==> config.mk <==
export PLATFORM = sky130hd
export DESIGN_NAME = seq_shift_add_multiplier
export DESIGN_NICKNAME = d
export VERILOG_FILES = /design/src/rtl/seq_shift_add_multiplier.sv
export SDC_FILE = /design/constraint.sdc
export NUM_CORES = 1
export LEC_CHECK = 0
export CORE_MARGIN = 2
export CORE_UTILIZATION = 56
export CTS_CLUSTER_DIAMETER = 150
export CTS_CLUSTER_SIZE = 40
export DETAILED_ROUTE_END_ITERATION = 10
export PLACE_DENSITY = 0.94
export SYNTH_ARGS = -nofsm -noshare
export SYNTH_HDL_FRONTEND = slang
export SYNTH_SLANG_ARGS = --single-unit
==> constraint.sdc <==
create_clock -name clock -period 6.64 [get_ports clock]
set_input_delay 0.996 -clock clock [delete_from_list [all_inputs] [get_ports clock]]
set_output_delay 0.996 -clock clock [all_outputs]
set_load 0.02 [all_outputs]
==> src/rtl/seq_shift_add_multiplier.sv <==
// ---------------------------------------------------------------------------
// seq_shift_add_multiplier
//   Unsigned sequential shift-and-add multiplier, the MUL partner of the
//   shift-subtract divider. The {acc, q} register pair shifts right one bit per
//   cycle. The captured multiplicand is added into acc whenever the current
//   LSB of q is set. One result is produced every WIDTH+2 cycles at most.
//
// Ports
//   clock        : single clock; all state updates on the rising edge
//   rst          : synchronous, active-high reset (overrides everything)
//   start        : operation request. It is only looked at while idle.
//   multiplicand : operand M, captured when start is accepted
//   multiplier   : operand Q, captured when start is accepted
//   busy         : high while the WIDTH iterations are running
//   done         : one-cycle pulse; product is valid from this cycle on
//   product      : registered 2*WIDTH-bit result, held until the next result
//
// WIDTH must be at least 2.
// ---------------------------------------------------------------------------
module seq_shift_add_multiplier #(
    parameter int WIDTH = 10
) (
    input  logic                 clock,
    input  logic                 rst,
    input  logic                 start,
    input  logic [WIDTH-1:0]     multiplicand,
    input  logic [WIDTH-1:0]     multiplier,
    output logic                 busy,
    output logic                 done,
    output logic [2*WIDTH-1:0]   product
);

    localparam int CW = (WIDTH > 1) ? $clog2(WIDTH) : 1;

    localparam logic [1:0] IDLE = 2'd0;
    localparam logic [1:0] CALC = 2'd1;
    localparam logic [1:0] DONE = 2'd2;

    logic [1:0]         state_reg,   state_next;
    logic [WIDTH-1:0]   acc_reg,     acc_next;
    logic [WIDTH-1:0]   q_reg,       q_next;
    logic [WIDTH-1:0]   m_reg,       m_next;
    logic [CW-1:0]      count_reg,   count_next;
    logic [2*WIDTH-1:0] product_reg, product_next;

    // Partial product for this iteration: M gated by the current LSB of q.
    logic [WIDTH-1:0]   addend;
    // One extra bit so the carry out of acc + M is kept and shifted into acc.
    logic [WIDTH:0]     sum;
    logic               last_iter;

    genvar gi;
    generate
        for (gi = 0; gi < WIDTH; gi++) begin : g_addend
            assign addend[gi] = m_reg[gi] & q_reg[0];
        end
    endgenerate

    assign sum       = {1'b0, acc_reg} + {1'b0, addend};
    assign last_iter = (count_reg == CW'(WIDTH - 1));

    always_comb begin
        state_next   = state_reg;
        acc_next     = acc_reg;
        q_next       = q_reg;
        m_next       = m_reg;
        count_next   = count_reg;
        product_next = product_reg;
        case (state_reg)
            IDLE: begin
                if (start) begin
                    state_next = CALC;
                    acc_next   = '0;
                    q_next     = multiplier;
                    m_next     = multiplicand;
                    count_next = '0;
                end
            end
            CALC: begin
                // Shift the full (WIDTH+1)-bit sum right into {acc, q}; the
                // bit of q just consumed falls off the bottom.
                acc_next   = sum[WIDTH:1];
                q_next     = {sum[0], q_reg[WIDTH-1:1]};
                count_next = count_reg + CW'(1);
                if (last_iter) begin
                    state_next   = DONE;
                    // Same value {acc, q} takes at this edge, published here.
                    product_next = {sum, q_reg[WIDTH-1:1]};
                end
            end
            DONE: begin
                state_next = IDLE;
            end
            default: begin
                state_next = IDLE;
            end
        endcase
    end

    always_ff @(posedge clock) begin
        if (rst) begin
            state_reg   <= IDLE;
            acc_reg     <= '0;
            q_reg       <= '0;
            m_reg       <= '0;
            count_reg   <= '0;
            product_reg <= '0;
        end else begin
            state_reg   <= state_next;
            acc_reg     <= acc_next;
            q_reg       <= q_next;
            m_reg       <= m_next;
            count_reg   <= count_next;
            product_reg <= product_next;
        end
    end

    assign busy    = (state_reg == CALC);
    assign done    = (state_reg == DONE);
    assign product = product_reg;

endmodule
# Word level (Yosys, flattened, before mapping)
# Index checks and enable logic that the tools add are counted.
# W data, S select, Z words.
[word_totals] regBits=56 input_bits=23 word_cells=38
[op_classes] n_addsub=2 n_eq_ne=5 n_mux=9 bitwise_logic=10 reduce_logical=6
[ops] operator="$pmux W10 S2" n=2
[ops] operator="$mux W10" n=2
[ops] operator="$add A10 B10 Y11" n=1
[ops] operator="$and A1 B1 Y1" n=10
[ops] operator="$pmux W4 S2" n=1
[ops] operator="$reduce_and A2 Y1" n=4
[ops] operator="$add A4 B1 Y4 const B" n=1
[ops] operator="$eq A4 B4 Y1 const B" n=1
[ops] operator="$mux W2" n=2
[ops] operator="$mux W4" n=1
[ops] operator="$pmux W2 S2" n=1
[ops] operator="$eq A2 B1 Y1 const B" n=1
[ops] operator="$eq A2 B2 Y1 const B" n=1
[ops] operator="$logic_not A2 Y1" n=1
[ops] operator="$ne A2 B1 Y1 const B" n=1
[ops] operator="$ne A2 B2 Y1 const B" n=1
[ops] operator="$reduce_bool A2 Y1" n=1

# Depth between registers and ports, before layout
[depth] word_depth=3 depth_mapped=10

# Least setup slack after synthesis
# No wires, ideal clock.
[synth_timing] path_type="reg2reg" from="reg q_reg[0]" to="reg acc_reg[7]" arrival_time_ps=2210 t_required_ps=6545 path_slack_ps=4335 path_stages_with_launch=11 n_path_buf=1 period_less_slack_ps=2305 cell_sequence="dfxtp_1 clkbuf_1 and2_1 ha_1 inv_1 fa_1 nand2b_1 a21bo_1 a21o_1 or4_1 o311ai_1"
[synth_via] elab_chain_cells=3
[synth_rtl] item="start, declared" line_no="41" source="logic [WIDTH-1:0] q_reg, q_next;"
[synth_rtl] item="start signal, assigned" line_no="111" source="q_reg <= q_next;"
[synth_rtl] item="$and A1 B1 Y1" line_no="55" source="assign addend[gi] = m_reg[gi] & q_reg[0];"
[synth_rtl] item="$add A10 B10 Y11 (*)" line_no="59" source="assign sum = {1'b0, acc_reg} + {1'b0, addend};"
[synth_rtl] item="$pmux W10 S2 (*)" line_no="69" source="case (state_reg)"
[synth_rtl] item="end signal, assigned" line_no="110" source="acc_reg <= acc_next;"
[synth_rtl] item="end, declared" line_no="40" source="logic [WIDTH-1:0] acc_reg, acc_next;"
# Every way passes the cells marked *; elsewhere a longest branch is shown, timed or not.
# A chain may end at the register's enable or synchronous reset.

# Worst setup path after layout
[layout_timing] from="reg state_reg[0]" to="out busy"
[layout_via] elab_chain_cells=1
[layout_rtl] item="start, declared" line_no="39" source="logic [1:0] state_reg, state_next;"
[layout_rtl] item="start signal, assigned" line_no="109" source="state_reg <= state_next;"
[layout_rtl] item="$eq A2 B1 Y1" line_no="118" source="assign busy = (state_reg == CALC);"
[layout_rtl] item="end, declared" line_no="28" source="output logic busy,"
# No other way between the ends.

==> reports/results.tsv <==
stage	metric	value	unit
clock_network	clock latency on the worst-skew pair	320	ps
synthesis	mux cell area share after synthesis	0.793	%
grt	initial antenna violation count	0	
clock_network	clk sinks	56	
synthesis	largest family of logic cells by synthesized area	simple AND/OR/NAND/NOR gates	
floorplan	chip width	73.2	um
drt	Detailed Routing Iterations Pass 1	4	
flow_run	Max Cap Violations	0	
grt	first-pass GRT wire length	9820	um
layout	post-layout instance area	0.00315	sq mm
status	status	finished, final reports clean	
synthesis	FFs w/ async S/R, synth	0	%
layout	commonest non-fill, non-tap cell in the layout	nand2_1	
timing	Final Hold Fails	0	
layout	Largest register FFs	20	
timing	max-slew violations	0	
clock_network	CTS tree	built	
worst_setup_path	CP startpoint	state_reg[0]	
synthesis	post-synthesis xor/xnor area fraction	1.96	%
clock_network	root buf cell	clkbuf_8	
synthesis	Post-synth EDFFs	0	
worst_setup_path	worst-path maximum fanout	32	
power_and_ir_drop	Max VDD drop	94.3	uV
synthesis	Yosys warning total	0	
synthesis	area leader, netlist	dfxtp_1	
worst_setup_path	CP Launch Type	flip-flop	
grt	GRT Overall Usage	23.4	%
clock_network	htree depth	2	
synthesis	Yosys top cell area share	41.8	%
synthesis	Yosys cell types	49	
timing	fin crit period	3040	ps
drt	vias per cell	5.71	
layout	# nets final	396	
place	DP Area	0.00307	sq mm
clock_network	Setup Buffers After CTS	0	
synthesis	Post-Synthesis Cells	330	
synthesis	Mapped Area	0.00268	sq mm
grt	vias in the first global route	2228	
drt	DRT iter0 DRCs	232	
place	dpl hpwl	4000	um
place	GPL Wtd Cong	0.868	
layout	fin cells	415	
grt	Global Route met3 Usage	3.04	%
synthesis	syn nets	366	
layout	most frequent cells in the layout	nand2_1 (58), dfxtp_1 (56), nor2_1 (46), clkdlybuf4s50_1 (43), a21oi_1 (38)	
layout	synthesis-to-finish area growth	17.5	%
power_and_ir_drop	leakage power	1.24	nW
timing	Setup Viol. Count Final	0	
worst_hold_path	Worst Hold Launch	product[0]	
clock_network	post-CTS resize count	0	
place	Port Buf Inserts	44	
floorplan	chip height	73.2	um
power_and_ir_drop	PD cells	192	mW/mm^2
timing	setup TNS	0	ps
grt	met2 Resource Use GR	39.6	%
worst_setup_path	arrival time at the worst endpoint	2040	ps
layout	diodes inserted	0	
synthesis	simple-gate share of the synthesized area	27.4	%
grt	GRT busiest layer	met2	
drt	routed len/inst	14.4	um
synthesis	Compound-Gate Fraction of Synth Area	16.0	%
timing	skew final	11.1	ps
worst_setup_path	CP Class	flip-flop to output pin	
floorplan	initial core utilization	57.6	%
worst_setup_path	Worst Path Required	5640	ps
timing	final period utilization	45.8	%
synthesis	sequential-to-total area share from yosys stat	41.8	%
grt	largest net degree at the start of global routing	68	
drt	Total Wirelength	5990	um
worst_hold_path	Hold Crit Class	flip-flop to flip-flop	
timing	max_slew headroom	24.5	%
synthesis	Synth Area per Inst	8.13	sq um
grt	met1 Use GR	28.8	%
synthesis	Post-Synth Adder-Cell Area	6.34	%
drt	antenna viol nets, final	0	
timing	Slew @ Worst Pin	1130	ps
synthesis	commonest register cell after synthesis	dfxtp_1	
worst_setup_path	FF-to-FF Start	q_reg[0]	
synthesis	Yosys reg bits	56	
floorplan	Core Area	0.00466	sq mm
floorplan	row count	25	
synthesis	ranking of synthesized cells by area	dfxtp_1 (42%), nand2_1 (8.1%), a21oi_1 (7.1%), nor2_1 (6.4%), ha_1 (5.6%)	
timing	RSZ-0062 raised after global routing	no	
clock_network	CTS max path bufs	2	
worst_setup_path	Worst Setup End Kind	output pin	
grt	GR Overflow Total	0	
drt	DRC errors left	0	
clock_network	Worst-path clk slew	100	ps
place	placed cell count	407	
layout	share of cells above drive strength 1	4.43	%
floorplan	die area	0.00536	sq mm
timing	f_max	329	MHz
clock_network	CTS buffer count	5	
clock_network	hold buffers post-CTS	0	
drt	vias	2369	
floorplan	io pins	45	
-- power by group --
part / switching [mW] / internal [mW] / total [mW] / leakage (nW)
Combinational: 0.0380 / 0.0266 / 0.0646 / 0.739
Sequential: 0.00974 / 0.347 / 0.357 / 0.455
Clock: 0.110 / 0.0754 / 0.185 / 0.0456
-- Yosys cell counts (all sizes together) (3+ instances only) --
master and count:
a21oi 38, nand2 58, a21o 7, a31oi 5
inv 5, dfxtp 56, nand2b 3, buf 5
ha 12, a211oi 4, and2 10, nor4 12
nand3b 3, nor2 46, xor2 4, clkbuf 18
nand3 7
-- logic make-up after synthesis --
group,count (synthesis)
XOR/XNOR,6
AO/OA/AOI/OAI,69
flip-flops,56
buffers and inverters,28
adder cells (fa/ha/maj),13
AND/OR/NAND/NOR,156
multiplexers,2
-- layout make-up --
cell class | count | area [sq um]
Tap cell | 54 | 67.6
Fill cell | 396 | 1510
Clock inverter | 2 | 13.8
Timing Repair Buffer | 46 | 450
Multi-Input combinational cell | 246 | 1410
Sequential cell | 56 | 1120
Inverter | 5 | 18.8
Clock buffer | 6 | 72.6
-- final timing paths --
| check | to | slack (ps) | cells past startpoint |
|---|---|---|---|
| setup / recovery | busy | 3600 | 3 |
| hold / removal | product[0] | 460 | 2 |
| setup reg to reg | product[17] | 4100 | 9 |
| hold reg to reg | product[0] | 460 | 2 |
-- per-layer routing --
metal	vias to the layer above	part of all wire [%]
met4	0	2.5
li1	1193	-
met2	54	49
met5	-	0
met3	17	4.6
met1	1105	44
-- critical path, stage by stage (launching register included) --
cell and delay (ps):
dfxtp_1 420, nand2b_4 230, inv_1 390, clkdlybuf4s50_1 680
-- metrics by stage --
step                total power, mW  util (%)  hold WS, ps  setup slack [ps]
detailed placement            0.429      65.8          445              3340
finish                        0.607      67.7          457              3600
floorplan                     0.408         -          432              4340
CTS                           0.609      67.7          459              3600
global route                  0.629      67.7          481              3500
global placement              0.426      65.8          440              3400
Note: power is estimated with default switching activity, not from simulation.
